`config.mk`:
```
export PLATFORM = sky130hd
export DESIGN_NAME = fifo_stream_drain
export DESIGN_NICKNAME = d
export VERILOG_FILES = /design/src/rtl/fifo_stream_drain.sv
export SDC_FILE = /design/constraint.sdc
export NUM_CORES = 1
export LEC_CHECK = 0
export BUFFER_PORTS_ARGS = -buffer_cell sky130_fd_sc_hd__buf_4
export CAP_MARGIN = 20
export CELL_PAD_IN_SITES_DETAIL_PLACEMENT = 0
export CELL_PAD_IN_SITES_GLOBAL_PLACEMENT = 1
export CORE_AREA = 2 2 105 86
export CTS_CLUSTER_SIZE = 30
export DETAILED_ROUTE_END_ITERATION = 10
export DIE_AREA = 0 0 107 88
export HOLD_SLACK_MARGIN = 0.02
export PLACE_DENSITY_LB_ADDON = 0.1
export SYNTH_ARGS = -nofsm -noshare
export SYNTH_HDL_FRONTEND = slang
export SYNTH_SLANG_ARGS = --single-unit
export TNS_END_PERCENT = 100
```
`constraint.sdc`:
```
create_clock -name clk -period 2.28 [get_ports clk]
set_clock_uncertainty 0.05 [all_clocks]
set_input_delay 0.456 -clock clk [delete_from_list [all_inputs] [get_ports clk]]
set_output_delay 0.456 -clock clk [all_outputs]
set_load 0.1 [all_outputs]
```
`src/rtl/fifo_stream_drain.sv`:
```
// Read-side drain for a synchronous FIFO: issues reads against buffer credit,
// absorbs the one-cycle read latency and streams words out on valid/ready.
module fifo_stream_drain #(
  parameter int DATA_WIDTH = 16,
  parameter int BUF_DEPTH  = 3,
  parameter int CNT_WIDTH  = 16
) (
  input  logic                  clk,
  input  logic                  rst,
  input  logic                  en,
  input  logic                  fifo_empty,
  input  logic [DATA_WIDTH-1:0] fifo_dout,
  output logic                  fifo_rd_en,
  output logic                  m_valid,
  input  logic                  m_ready,
  output logic [DATA_WIDTH-1:0] m_data,
  output logic [CNT_WIDTH-1:0]  words_sent,
  output logic                  busy
);

  localparam int PW = (BUF_DEPTH > 1) ? $clog2(BUF_DEPTH) : 1;
  localparam int OW = $clog2(BUF_DEPTH + 1);
  localparam logic [PW-1:0] LAST    = PW'(BUF_DEPTH - 1);
  localparam logic [OW:0]   DEPTH_W = (OW + 1)'(BUF_DEPTH);

  logic [DATA_WIDTH-1:0] buf_q [BUF_DEPTH];
  logic [PW-1:0]         head_q, head_d;
  logic [PW-1:0]         tail_q, tail_d;
  logic [OW-1:0]         occ_q, occ_d;
  logic                  inflight_q, inflight_d;
  logic [CNT_WIDTH-1:0]  sent_q, sent_d;
  logic [OW:0]           pending;
  logic                  credit_ok;
  logic                  push;
  logic                  pop;

  function automatic logic [PW-1:0] wrap_inc(input logic [PW-1:0] p);
    return (p == LAST) ? '0 : p + 1'b1;
  endfunction

  // Credit counts the in-flight word so a capture can never overflow.
  always_comb begin
    pending   = {1'b0, occ_q} + {{OW{1'b0}}, inflight_q};
    credit_ok = (pending < DEPTH_W);
  end

  always_comb begin
    m_valid    = (occ_q != '0);
    busy       = m_valid | inflight_q;
    m_data     = buf_q[head_q];
    words_sent = sent_q;
    fifo_rd_en = !rst && en && !fifo_empty && credit_ok;
  end

  assign push = inflight_q;
  assign pop  = m_valid & m_ready;

  always_comb begin
    head_d     = head_q;
    tail_d     = tail_q;
    occ_d      = occ_q;
    sent_d     = sent_q;
    inflight_d = fifo_rd_en;
    if (push) begin
      tail_d = wrap_inc(tail_q);
    end
    if (pop) begin
      head_d = wrap_inc(head_q);
      sent_d = sent_q + 1'b1;
    end
    unique case ({push, pop})
      2'b10:   occ_d = occ_q + 1'b1;
      2'b01:   occ_d = occ_q - 1'b1;
      default: occ_d = occ_q;
    endcase
  end

  always_ff @(posedge clk) begin
    if (rst) begin
      head_q     <= '0;
      tail_q     <= '0;
      occ_q      <= '0;
      inflight_q <= 1'b0;
      sent_q     <= '0;
      for (int i = 0; i < BUF_DEPTH; i++) begin
        buf_q[i] <= '0;
      end
    end else begin
      head_q     <= head_d;
      tail_q     <= tail_d;
      occ_q      <= occ_d;
      inflight_q <= inflight_d;
      sent_q     <= sent_d;
      if (push) begin
        buf_q[tail_q] <= fifo_dout;
      end
    end
  end

endmodule

```
==> results of run 1 <==
==> timing repair <==
action	in CTS	in global routing
resized for setup	9	3
pin swaps	2	1
setup endpoints to repair	1	10
setup buffers	2	0
==> how the worst min path moves through the flow <==
stage / from / to / slack, ns / cells after the start
floorplan: head_q[0]$_SDFFE_PP0N_ / flop / 0.45 / 2
global placement: words_sent[15]$_SDFFE_PP0N_ / words_sent[15]$_SDFFE_PP0N_ / 0.42 / 2
detailed placement: words_sent[15]$_SDFFE_PP0N_ / words_sent[15]$_SDFFE_PP0N_ / 0.43 / 2
CTS: fifo_dout[8] / buf_q[3][8]$_DFFE_PP_ / 0.23 / 1
global route: fifo_dout[1] / buf_q[3][1]$_DFFE_PP_ / 0.22 / 1
finish: fifo_dout[8] / buf_q[3][8]$_DFFE_PP_ / 0.25 / 1
==> flip-flops by register name, summed over array words and instances, names as in the netlist, named ones only <==
signal      flops
occ_q           2
head_q          2
buf_q          64
words_sent     16
inflight_q      1
tail_q          2
==> worst max-delay path, cell delays in order (launching register included) <==
cell and delay (ns):
dfxtp_4 0.37, ha_4 0.16, ha_4 0.15, or4b_4 0.50, a21oi_4 0.16, buf_12 0.19
==> logic make-up after synthesis <==
| logic type | synth area share, % |
|---|---|
| and+or+nand+nor | 16.8 |
| muxes | 9.58 |
| DFF | 64.4 |
| buffers and inverters | 1.66 |
| adders and majority gates | 1.33 |
| AOI/OAI and AO/OA | 3.39 |
| xor gates and xnor gates | 2.80 |
==> Yosys cell counts (all sizes together) <==
library cell   n
or4b           1
edfxtp        64
ha             4
and4           1
o2111ai        1
clkbuf        10
and3b          1
nor2          18
nand3          6
and2          48
or3            7
xor2           5
o2111a         1
nor4           2
nor3b          1
or2            5
and3           1
o211ai         1
buf            2
nand2          6
mux4          16
nor3           5
a21oi         13
xnor2          7
inv            4
or4            2
nor4b          1
nand4          3
o21ai          7
dfxtp         25
==> area by class of cell <==
class	instances	area, um^2
inverter	4	15.0
multi-input combinational	163	1330
clock buffer	10	128
sequential	89	2440
timing repair buffer	68	527
tap	112	140
fill	717	3700
clock inverter	6	91.3
==> metal layers <==
layer | vias up | GRT usage [%] | wire [um]
li1 | 1115 | - | -
met1 | 1110 | 24.5 | 3680
met2 | 49 | 26.1 | 3440
met3 | 4 | 5.06 | 349
met4 | 0 | 3.19 | 48
met5 | - | 0 | 0
==> cell usage in the layout (no fill, tap or decap), types with 7 or more instances in the layout <==
| cell type | instances |
|---|---|
| dfxtp_1 | 13 |
| buf_4 | 66 |
| clkbuf_8 | 9 |
| or3_1 | 7 |
| and2_1 | 48 |
| xnor2_1 | 7 |
| dfxtp_2 | 11 |
| edfxtp_1 | 64 |
| mux4_2 | 16 |
| a21oi_1 | 12 |
| nor2_1 | 18 |
==> power breakdown <==
group | switching, mW | internal [mW]
Clock | 0.544 | 0.621
Sequential | 0.0345 | 1.79
Combinational | 0.566 | 0.236
==> metrics by stage <==
step           util (%)  worst slack (ns)  total power [mW]  setup TNS (ns)  cells
2_1_floorplan         -           0.00678              2.45               0    268
3_3_place_gp       52.4             0.145              2.63               0    434
3_5_place_dp       52.4             0.141              2.64               0    434
4_1_cts            55.7            -0.115              3.83          -0.115    452
5_1_grt            55.8            -0.143              3.94          -0.143    452
6_report           55.8           -0.0892              3.79         -0.0892    452
==> out/results.txt, run 1 <==
Outcome = finished with violations
Violations in the final reports = negative setup slack
Final ANT Viol Nets = 0
Cell count after synthesis = 268
Most area-consuming cells after synthesis = edfxtp_1 51%, dfxtp_1 13%, mux4_2 9.6%, and2_1 8.0%, nor2_1 1.8%
Tightest hold margin = 0.245 ns
Port bufs = 55
Final Slew Violations = 0
Cell type with the largest total area after synthesis = edfxtp_1
Weighted congestion at the end of routability-driven global placement = 0.755
Vias = 2,278
Worst Path Required = 1.77 ns
Unrepaired setup endpoints after global routing = true
Type of the setup path with the least slack = flop to output port
Summed instance area of the synthesized netlist = 3760 um^2
Number of distinct standard cells referenced by the synthesized netlist = 31
Antenna cells = 0
Reg2Reg Capture Point = occ_q[1]$_SDFFE_PP0P_
Initial cell density of the core = 44.9%
Kind of end point of the critical path = output port
Post-detailed-placement half-perimeter wirelength = 4900 um
Period utilisation layout = 104%
Post-synthesis sequential area ratio = 64.4%
Data arrival time of the worst path = 1.86 ns
Hold crit path type = input pin to flop
Clk pin slew, worst setup/hold paths = 0.09 ns
Final period demand of the worst path = 2.37 ns
Proportion of netlist area held by the largest area contributor = 51.1%
Total cell area at the placement stage = 4390 um^2
Ratio of routed vias to standard cells = 5.04
# nets final = 360
CTS tree = yes
First-pass GRT wire length = 11,900 um
Yosys reg bits = 89
Total routed wirelength = 7520 um
Number of sinks driven by the clock tree = 89
Die ar. = 9420 um^2
Buffer depth of the longest clock path = 2
Number of warning messages in the yosys log = 0
Total clock buffers created by CTS = 9
Maximum level of the CTS H-tree = 3
Max-slew headroom at the worst pin = 68.0%
Critical path fanouts, max = 2
Die Height = 88 um
Worst setup path endpoint = fifo_rd_en
PD cells = 811 nW/um^2
Via count of the first global-routing pass = 2,250
Max capacitance violation total = 0
Initial antenna violation count = 0
Area inside the core boundary = 8370 um^2
Peak Freq = 422 MHz
Cell at the root of the clock tree = clkbuf_8
Initial DRT Pass Iterations = 4
Leakage power total = 1.74 nW
Synth Area per Inst = 14.0 um^2
Overflow after GRT = 0
Global router's overall resource usage = 17.0%
Final Instance Area = 4670 um^2
Average wire length per cell after detail routing = 16.6 um
Internal reg-to-reg setup slack = 0.27 ns
Post-CTS Hold Fix Bufs = 0
Number of DRC markers after the initial detailed-route iteration = 60
Die W = 107 um
Depth of the most critical reg-to-reg path = 6
Start point of the critical path = occ_q[0]$_SDFFE_PP0P_
Area added between synthesis and finish = 24.2%
Max VDD drop = 0.000391 V
Clock insertion delay at the later pin of the skew report = 0.34 ns
R2R Path Start = occ_q[0]$_SDFFE_PP0P_
Startpoint type of the worst setup path = flop
Total setup violations reported at the end of the flow = 1
Fraction of final layout cells sized beyond drive strength 1 = 37.1%
Slew of the pin with the lowest slew margin = 0.480 ns
Pin count of the biggest net entering global routing = 21
IO Count = 56
Net count after synthesis = 293
Site row count = 30
Count of unresolved DRC violations after routing = 0
Worst setup slack after layout = -0.0892 ns
Hold Fails Final Rpt = 0
(Power assumes the default switching activity.)
==> run 2, diff against run 1 <==
--- a/config.mk
+++ b/config.mk
@@ -14,7 +14,8 @@
 export DETAILED_ROUTE_END_ITERATION = 10
 export DIE_AREA = 0 0 107 88
 export HOLD_SLACK_MARGIN = 0.02
-export PLACE_DENSITY_LB_ADDON = 0.1
+export PLACE_DENSITY = 0.84
+export RECOVER_POWER = 50
 export SYNTH_ARGS = -nofsm -noshare
 export SYNTH_HDL_FRONTEND = slang
 export SYNTH_SLANG_ARGS = --single-unit
==> constraint.sdc (replaced) <==
create_clock -name clk -period 2.7 [get_ports clk]
set_clock_uncertainty 0.05 [all_clocks]
set_input_delay 0.54 -clock clk [delete_from_list [all_inputs] [get_ports clk]]
set_output_delay 0.54 -clock clk [all_outputs]
set_load 0.1 [all_outputs]
==> run 2 against run 1 <==
Against the previous run:
- critical path depth did not move
- die area did not move
- power fell by 21%
- via count rose by 1.2%
- count of clock-buffer cells in the layout fell by 1
- clock power fell by 29%
- combinational power fell by 21%
- critical path type unchanged
- first-iteration DRC count rose by 50%
- the run now ends clean
- utilization fell by 2.5 points
- sequential cell count did not move
==> out/results.txt, run 2 (synthesized netlist as in run 1, its figures left out) <==
Outcome = finished clean
Area inside the core boundary = 8370 um^2 (unchanged)
Fraction of met1 tracks used by global routing = 19.7% (-4.8 points)
First-pass GRT wire length = 11,300 um (-4.8%)
Startpoint type of the worst setup path = flop
HP Start = fifo_dout[9]
Worst path cell trace = ha_1 -> ha_1 -> or4b_1 -> a21oi_4 -> buf_12
Filler cell count in the final layout = 750 (+4.6%)
Number of DRC markers after the initial detailed-route iteration = 90 (+50%)
Slowest CP cell = or4b_1
Total cell area at the placement stage = 4380 um^2 (-0.26%)
Critical path fanouts, max = 4 (+2)
Overall power = 3.01 mW (-21%)
Leakage power total = 1.58 nW (-8.7%)
Number of sinks driven by the clock tree = 89 (unchanged)
Max-slew headroom at the worst pin = 19.8% (-48 points)
Internal reg-to-reg setup slack = 0.39 ns (+0.12 ns)
Final Instance Area = 4460 um^2 (-4.6%)
Total routed wirelength = 7150 um (-4.9%)
Ratio of routed vias to standard cells = 5.13 (+1.9%)
Final Slew Violations = 0 (unchanged)
M2 GR Usage = 27.3% (+1.2 points)
Placed cell count = 433 (-0.23%)
Count of unresolved DRC violations after routing = 0 (unchanged)
Port bufs = 55 (unchanged)
Area added between synthesis and finish = 18.5%
Kind of end point of the critical path = output port
Post-CTS setup buffers = 0 (-2)
Overflow after GRT = 0 (unchanged)
Total setup violations reported at the end of the flow = 0 (-1)
Reg2Reg Capture Point = occ_q[1]$_SDFFE_PP0P_
Initial DRT Pass Iterations = 5 (+1)
Die W = 107 um (unchanged)
Met3 track utilization from global routing = 4.99% (-0.074 points)
Via count of the first global-routing pass = 2,283 (+1.5%)
Clock insertion delay at the later pin of the skew report = 0.36 ns (+0.02 ns)
Peak Freq = 391 MHz
Final ANT Viol Nets = 0 (unchanged)
Pin count of the biggest net entering global routing = 29 (+38%)
Maximum level of the CTS H-tree = 3 (unchanged)
# nets final = 357 (-0.83%)
Fin cells = 449 (-0.66%)
Period utilisation layout = 94.7%
Most congested layer reported by global routing = met2
Clk pin slew, worst setup/hold paths = 0.09 ns (about the same)
Register bank with the most flops = buf_q
Data arrival time of the worst path = 1.97 ns (+0.11 ns)
Depth of the most critical reg-to-reg path = 6 (unchanged)
Worst Hold End = buf_q[3][9]$_DFFE_PP_
Global router's overall resource usage = 16.3% (-0.68 points)
Type of the setup path with the least slack = flop to output port
Highest cell delay on the worst timing path = 0.53 ns (+0.03 ns)
Die ar. = 9420 um^2 (unchanged)
Total clock buffers created by CTS = 9 (unchanged)
Cell at the root of the clock tree = clkbuf_8
Hold crit path type = input pin to flop
Most common cell after layout, fill and taps aside = edfxtp_1
Post-CTS Hold Fix Bufs = 0 (unchanged)
Start point of the critical path = inflight_q$_SDFF_PP0_
Slew of the pin with the lowest slew margin = 1.20 ns (+0.723 ns)
Site row count = 30 (unchanged)
Initial cell density of the core = 44.9% (unchanged)
PD cells = 675 nW/um^2 (-17%)
Worst Path Required = 2.11 ns (+0.34 ns)
TNS Setup = 0 ns (+0.0892 ns)
Buffer depth of the longest clock path = 2 (unchanged)
CP most frequent cell = ha_1
Weighted congestion at the end of routability-driven global placement = 0.761 (+0.81%)
Average wire length per cell after detail routing = 15.9 um (-4.3%)
IO Count = 56 (unchanged)
Unrepaired setup endpoints after global routing = false
Hold Fails Final Rpt = 0 (unchanged)
Number of flip-flops under the largest register name = 64 (unchanged)
Post-detailed-placement half-perimeter wirelength = 4700 um (-4.0%)
Final period demand of the worst path = 2.56 ns
Initial antenna violation count = 0 (unchanged)
Number of stages on the worst hold path = 1 (unchanged)
Max capacitance violation total = 0 (unchanged)
R2R Path Start = occ_q[0]$_SDFFE_PP0P_
CTS tree = yes
Die Height = 88 um (unchanged)
Vias = 2,305 (+1.2%)
Most frequent cells in the layout = 64 x edfxtp_1, 36 x buf_4, 25 x and2_0, 25 x dfxtp_1, 25 x clkbuf_1
Fraction of final layout cells sized beyond drive strength 1 = 24.3% (-13 points)
Antenna cells = 0 (unchanged)
Max VDD drop = 0.000427 V (+9.2%)
## run 2: layer usage
layer / vias to the layer above / wire length, um
met5: - / 0
met4: 0 / 142
met3: 13 / 324
met2: 47 / 3610
met1: 1131 / 3070
li1: 1114 / -
## run 2: how the worst max path moves through the flow
stage                       endpoint  depth (start not counted)
after global routing      fifo_rd_en                          5
after CTS                 fifo_rd_en                          5
final                     fifo_rd_en                          5
after global placement    fifo_rd_en                          4
after floorplan           fifo_rd_en                          3
after detailed placement  fifo_rd_en                          4
## run 2: cell type report
type,instances,area [um^2],share of cell area [%]
clock inverter,7,53.8,1.21
clock buffer,9,124,2.78
sequential,89,2420,54.4
timing repair buffer,65,414,9.30
multi-input combinational,163,1290,28.9
tap,112,140,3.15
inverter,4,15.0,0.337
## run 2: power breakdown
part           internal (mW)  switching, mW
Clock                  0.343          0.492
Sequential              1.51         0.0308
Combinational          0.172          0.464
## run 2: through the flow
step	utilization, %	worst slack [ns]	hold WS, ns
finish	53.2	0.142	0.373
global route	53.2	0.0454	0.376
CTS	54.6	0.00183	0.295
detailed placement	52.3	0.292	0.431
global placement	52.3	0.301	0.421
floorplan	-	0.126	0.450
## run 2: timing repair
action                                  CTS  global route
endpoints found under the setup margin    1             1
hold endpoints to repair                  0             0
resized for setup                         3             1
pin swaps                                 0             0
## run 2: worst max-delay path, delay by kind of cell, from the launching register on
family / cells / cell delay, ns
AND/OR/NAND/NOR: 1 / 0.53
adder cells (fa/ha/maj): 2 / 0.36
flip-flops: 1 / 0.34
buffers and inverters: 1 / 0.19
AO/OA/AOI/OAI: 1 / 0.17
==> run 3, diff against run 2 <==
--- a/config.mk
+++ b/config.mk
@@ -5,16 +5,17 @@
 export SDC_FILE = /design/constraint.sdc
 export NUM_CORES = 1
 export LEC_CHECK = 0
+export ABC_AREA = 1
 export BUFFER_PORTS_ARGS = -buffer_cell sky130_fd_sc_hd__buf_4
 export CAP_MARGIN = 20
 export CELL_PAD_IN_SITES_DETAIL_PLACEMENT = 0
 export CELL_PAD_IN_SITES_GLOBAL_PLACEMENT = 1
-export CORE_AREA = 2 2 105 86
+export CORE_AREA = 2 2 108 89
 export CTS_CLUSTER_SIZE = 30
 export DETAILED_ROUTE_END_ITERATION = 10
-export DIE_AREA = 0 0 107 88
+export DIE_AREA = 0 0 110 91
 export HOLD_SLACK_MARGIN = 0.02
-export PLACE_DENSITY = 0.84
+export PLACE_DENSITY = 0.85
 export RECOVER_POWER = 50
 export SYNTH_ARGS = -nofsm -noshare
 export SYNTH_HDL_FRONTEND = slang
==> run 3 against run 2 <==
Against the previous run:
- via count increased by 24%
- power increased by 19%
- global-route usage increased by 1.3 points
- count of clock-buffer cells in the layout increased by 1
- sequential power about the same
- wire length increased by 15%
- critical path depth decreased by 1
- first-iteration DRC count increased by 42%
- utilization about the same
- sequential cell count unchanged
- synthesized cell count increased by 46%
- setup slack got worse by 0.0059 ns
- critical endpoint unchanged
- largest cell class unchanged
==> out/results.txt, run 3 <==
Worst slack at placement = 0.512 ns (+0.220 ns)
Area added between synthesis and finish = 23.4%
Overflow after GRT = 0 (unchanged)
Count of unresolved DRC violations after routing = 0 (unchanged)
Antenna cells = 0 (unchanged)
Area inside the core boundary = 8880 um^2 (+6.1%)
# resized after CTS = 0 (-3)
Fraction of final layout cells sized beyond drive strength 1 = 22.1% (-2.3 points)
Synth cell count leaders = 103 x nor2_1, 64 x edfxtp_1, 39 x o21ai_0
Hold crit path type = input pin to flop
Peak Freq = 390 MHz (-0.23%)
Initial cell density of the core = 43.1% (-1.8 points)
Critical path fanouts, max = 6 (+2)
First-pass GRT wire length = 13,400 um (+19%)
Weighted congestion at the end of routability-driven global placement = 0.766 (+0.67%)
Most frequent cells in the layout = 108 x nor2_1, 64 x edfxtp_1, 48 x buf_4
IO Count = 56 (unchanged)
Worst Path Required = 2.11 ns (about the same)
# nets final = 482 (+35%)
Buffer depth of the longest clock path = 2 (unchanged)
Slew of the pin with the lowest slew margin = 1.15 ns (-0.0540 ns)
CTS tree = yes
Leakage power total = 1.90 nW (+20%)
Synth Area per Inst = 9.80 um^2 (-30%)
Number of buffer and inverter instances along the worst setup path = 1 (unchanged)
Primary flip-flop cell chosen by synthesis mapping = edfxtp_1
Max VDD drop = 0.000348 V (-18%)
Total routed wirelength = 8200 um (+15%)
Number of DRC markers after the initial detailed-route iteration = 128 (+42%)
Levels on crit path = 4 (-1)
Worst path cell trace = ha_1 -> ha_1 -> a2111oi_4 -> buf_4
Final core utilization = 53.2% (about the same)
Via count of the first global-routing pass = 2,763 (+21%)
Register bank with the most flops = buf_q
Worst setup slack after layout = 0.136 ns (-0.00587 ns)
Final Slew Violations = 0 (unchanged)
Startpoint type of the worst setup path = flop
Net count after synthesis = 416 (+42%)
Slowest CP cell = dfxtp_1
Overall power = 3.58 mW (+19%)
Clock insertion delay at the later pin of the skew report = 0.36 ns (about the same)
Most area-consuming cells after synthesis = edfxtp_1 50%, dfxtp_1 13%, nor2_1 10%, o21ai_0 5.1%, inv_1 3.7%
Cell type with the largest total area after synthesis = edfxtp_1
TNS Setup = 0 ns (unchanged)
Maximum level of the CTS H-tree = 3 (unchanged)
Post-CTS Hold Fix Bufs = 0 (unchanged)
Die W = 110 um (+2.8%)
Highest cell delay on the worst timing path = 0.37 ns (-0.16 ns)
Synth async-reset ratio = 0% (unchanged)
Most common cell after layout, fill and taps aside = nor2_1
Max capacitance violation total = 0 (unchanged)
Total clock buffers created by CTS = 9 (unchanged)
Outcome = finished clean
R2R Path Start = occ_q[0]$_SDFFE_PP0P_
Period utilisation layout = 95.0% (+0.22 points)
Number of distinct standard cells referenced by the synthesized netlist = 30 (-3.2%)
Average wire length per cell after detail routing = 14.2 um (-11%)
Post-synthesis sequential area ratio = 63.2% (-1.2 points)
HP Start = fifo_dout[6]
Final period demand of the worst path = 2.56 ns (+0.00587 ns)
CP most frequent cell = ha_1
Port bufs = 55 (unchanged)
Most repeated cell in the gate-level netlist after synthesis = nor2_1
Post-CTS setup buffers = 0 (unchanged)
Proportion of netlist area held by the largest area contributor = 50.2% (-0.94 points)
Cell count after synthesis = 391 (+46%)
Yosys reg bits = 89 (unchanged)
Kind of cell adding the most delay to the critical path = adder cells
Type of the setup path with the least slack = flop to output port
Number of stages on the worst hold path = 1 (unchanged)
Unrepaired setup endpoints after global routing = false
Total setup violations reported at the end of the flow = 0 (unchanged)
Die ar. = 10,000 um^2 (+6.3%)
Pin count of the biggest net entering global routing = 25 (-14%)
Start point of the critical path = occ_q[0]$_SDFFE_PP0P_
Vias = 2,866 (+24%)
Number of flip-flops under the largest register name = 64 (unchanged)
Clk pin slew, worst setup/hold paths = 0.10 ns (about the same)
Kind of end point of the critical path = output port
Final ANT Viol Nets = 0 (unchanged)
Global router's overall resource usage = 17.7% (+1.3 points)
Filler cell count in the final layout = 822 (+9.6%)
Cell at the root of the clock tree = clkbuf_8
PD cells = 757 nW/um^2 (+12%)
Initial DRT Pass Iterations = 4 (-1)
Summed instance area of the synthesized netlist = 3830 um^2 (+1.9%)
Die Height = 91 um (+3.4%)
Ratio of routed vias to standard cells = 4.97 (-3.2%)
Initial antenna violation count = 0 (unchanged)
Number of warning messages in the yosys log = 0 (unchanged)
Data arrival time of the worst path = 1.97 ns (about the same)
Number of sinks driven by the clock tree = 89 (unchanged)
Depth of the most critical reg-to-reg path = 6 (unchanged)
Post-detailed-placement half-perimeter wirelength = 5440 um (+16%)
Max-slew headroom at the worst pin = 23.4% (+3.6 points)
Count of flip-flops with a built-in enable after synthesis = 64 (unchanged)
Site row count = 31 (+3.3%)
Hold Fails Final Rpt = 0 (unchanged)
[run 3: final timing paths]
check | slack [ns] | end
max | 0.14 | fifo_rd_en
min | 0.34 | buf_q[3][6]$_DFFE_PP_
max reg2reg | 0.53 | occ_q[1]$_SDFFE_PP0P_
min reg2reg | 0.45 | head_q[1]$_SDFFE_PP0N_
[run 3: cells by family after synthesis]
group                    after synthesis  synth area share, %
AO/OA/AOI/OAI                         73                 10.7
AND/OR/NAND/NOR                      172                 19.2
buffers and inverters                 52                 5.39
adder cells (fa/ha/maj)                4                 1.31
XOR/XNOR                               1                0.229
flip-flops                            89                 63.2
[run 3: report_power, final]
| group | switching (mW) | internal, mW | total (mW) |
|---|---|---|---|
| Clock | 0.485 | 0.466 | 0.951 |
| Sequential | 0.0333 | 1.51 | 1.54 |
| Combinational | 0.838 | 0.246 | 1.08 |
| Total | 1.36 | 2.22 | 3.58 |
[run 3: final cells by class]
cell class	count	area, um^2	share of cell area [%]
clock buffer	10	138	2.91
clock inverter	6	73.8	1.56
inverter	38	143	3.02
multi-input combinational	250	1320	27.9
sequential	89	2420	51.2
tap	115	144	3.04
timing repair buffer	69	489	10.3
[run 3: metal layers]
metal	up-vias	GRT usage, %	wire [um]
li1	1450	-	-
met1	1341	22.6	3690
met4	0	4.75	24
met5	-	0	0
met2	73	28.5	4020
met3	2	5.89	475
[run 3: through the flow]
stage	area (um^2)	hold slack [ns]	std cells
6_report	4730	0.336	577
5_1_grt	4730	0.302	577
4_1_cts	4790	0.294	577
3_5_place_dp	4570	0.435	561
3_3_place_gp	4570	0.415	561
2_1_floorplan	3960	0.410	391
[run 3: worst register-to-register path: stages (launching register included)]
cell and delay, ns:
dfxtp_1 0.44, nor2_1 0.10, nor2_1 0.71, ha_1 0.40, nor2_1 0.17, and3_1 0.17, nor3_1 0.04
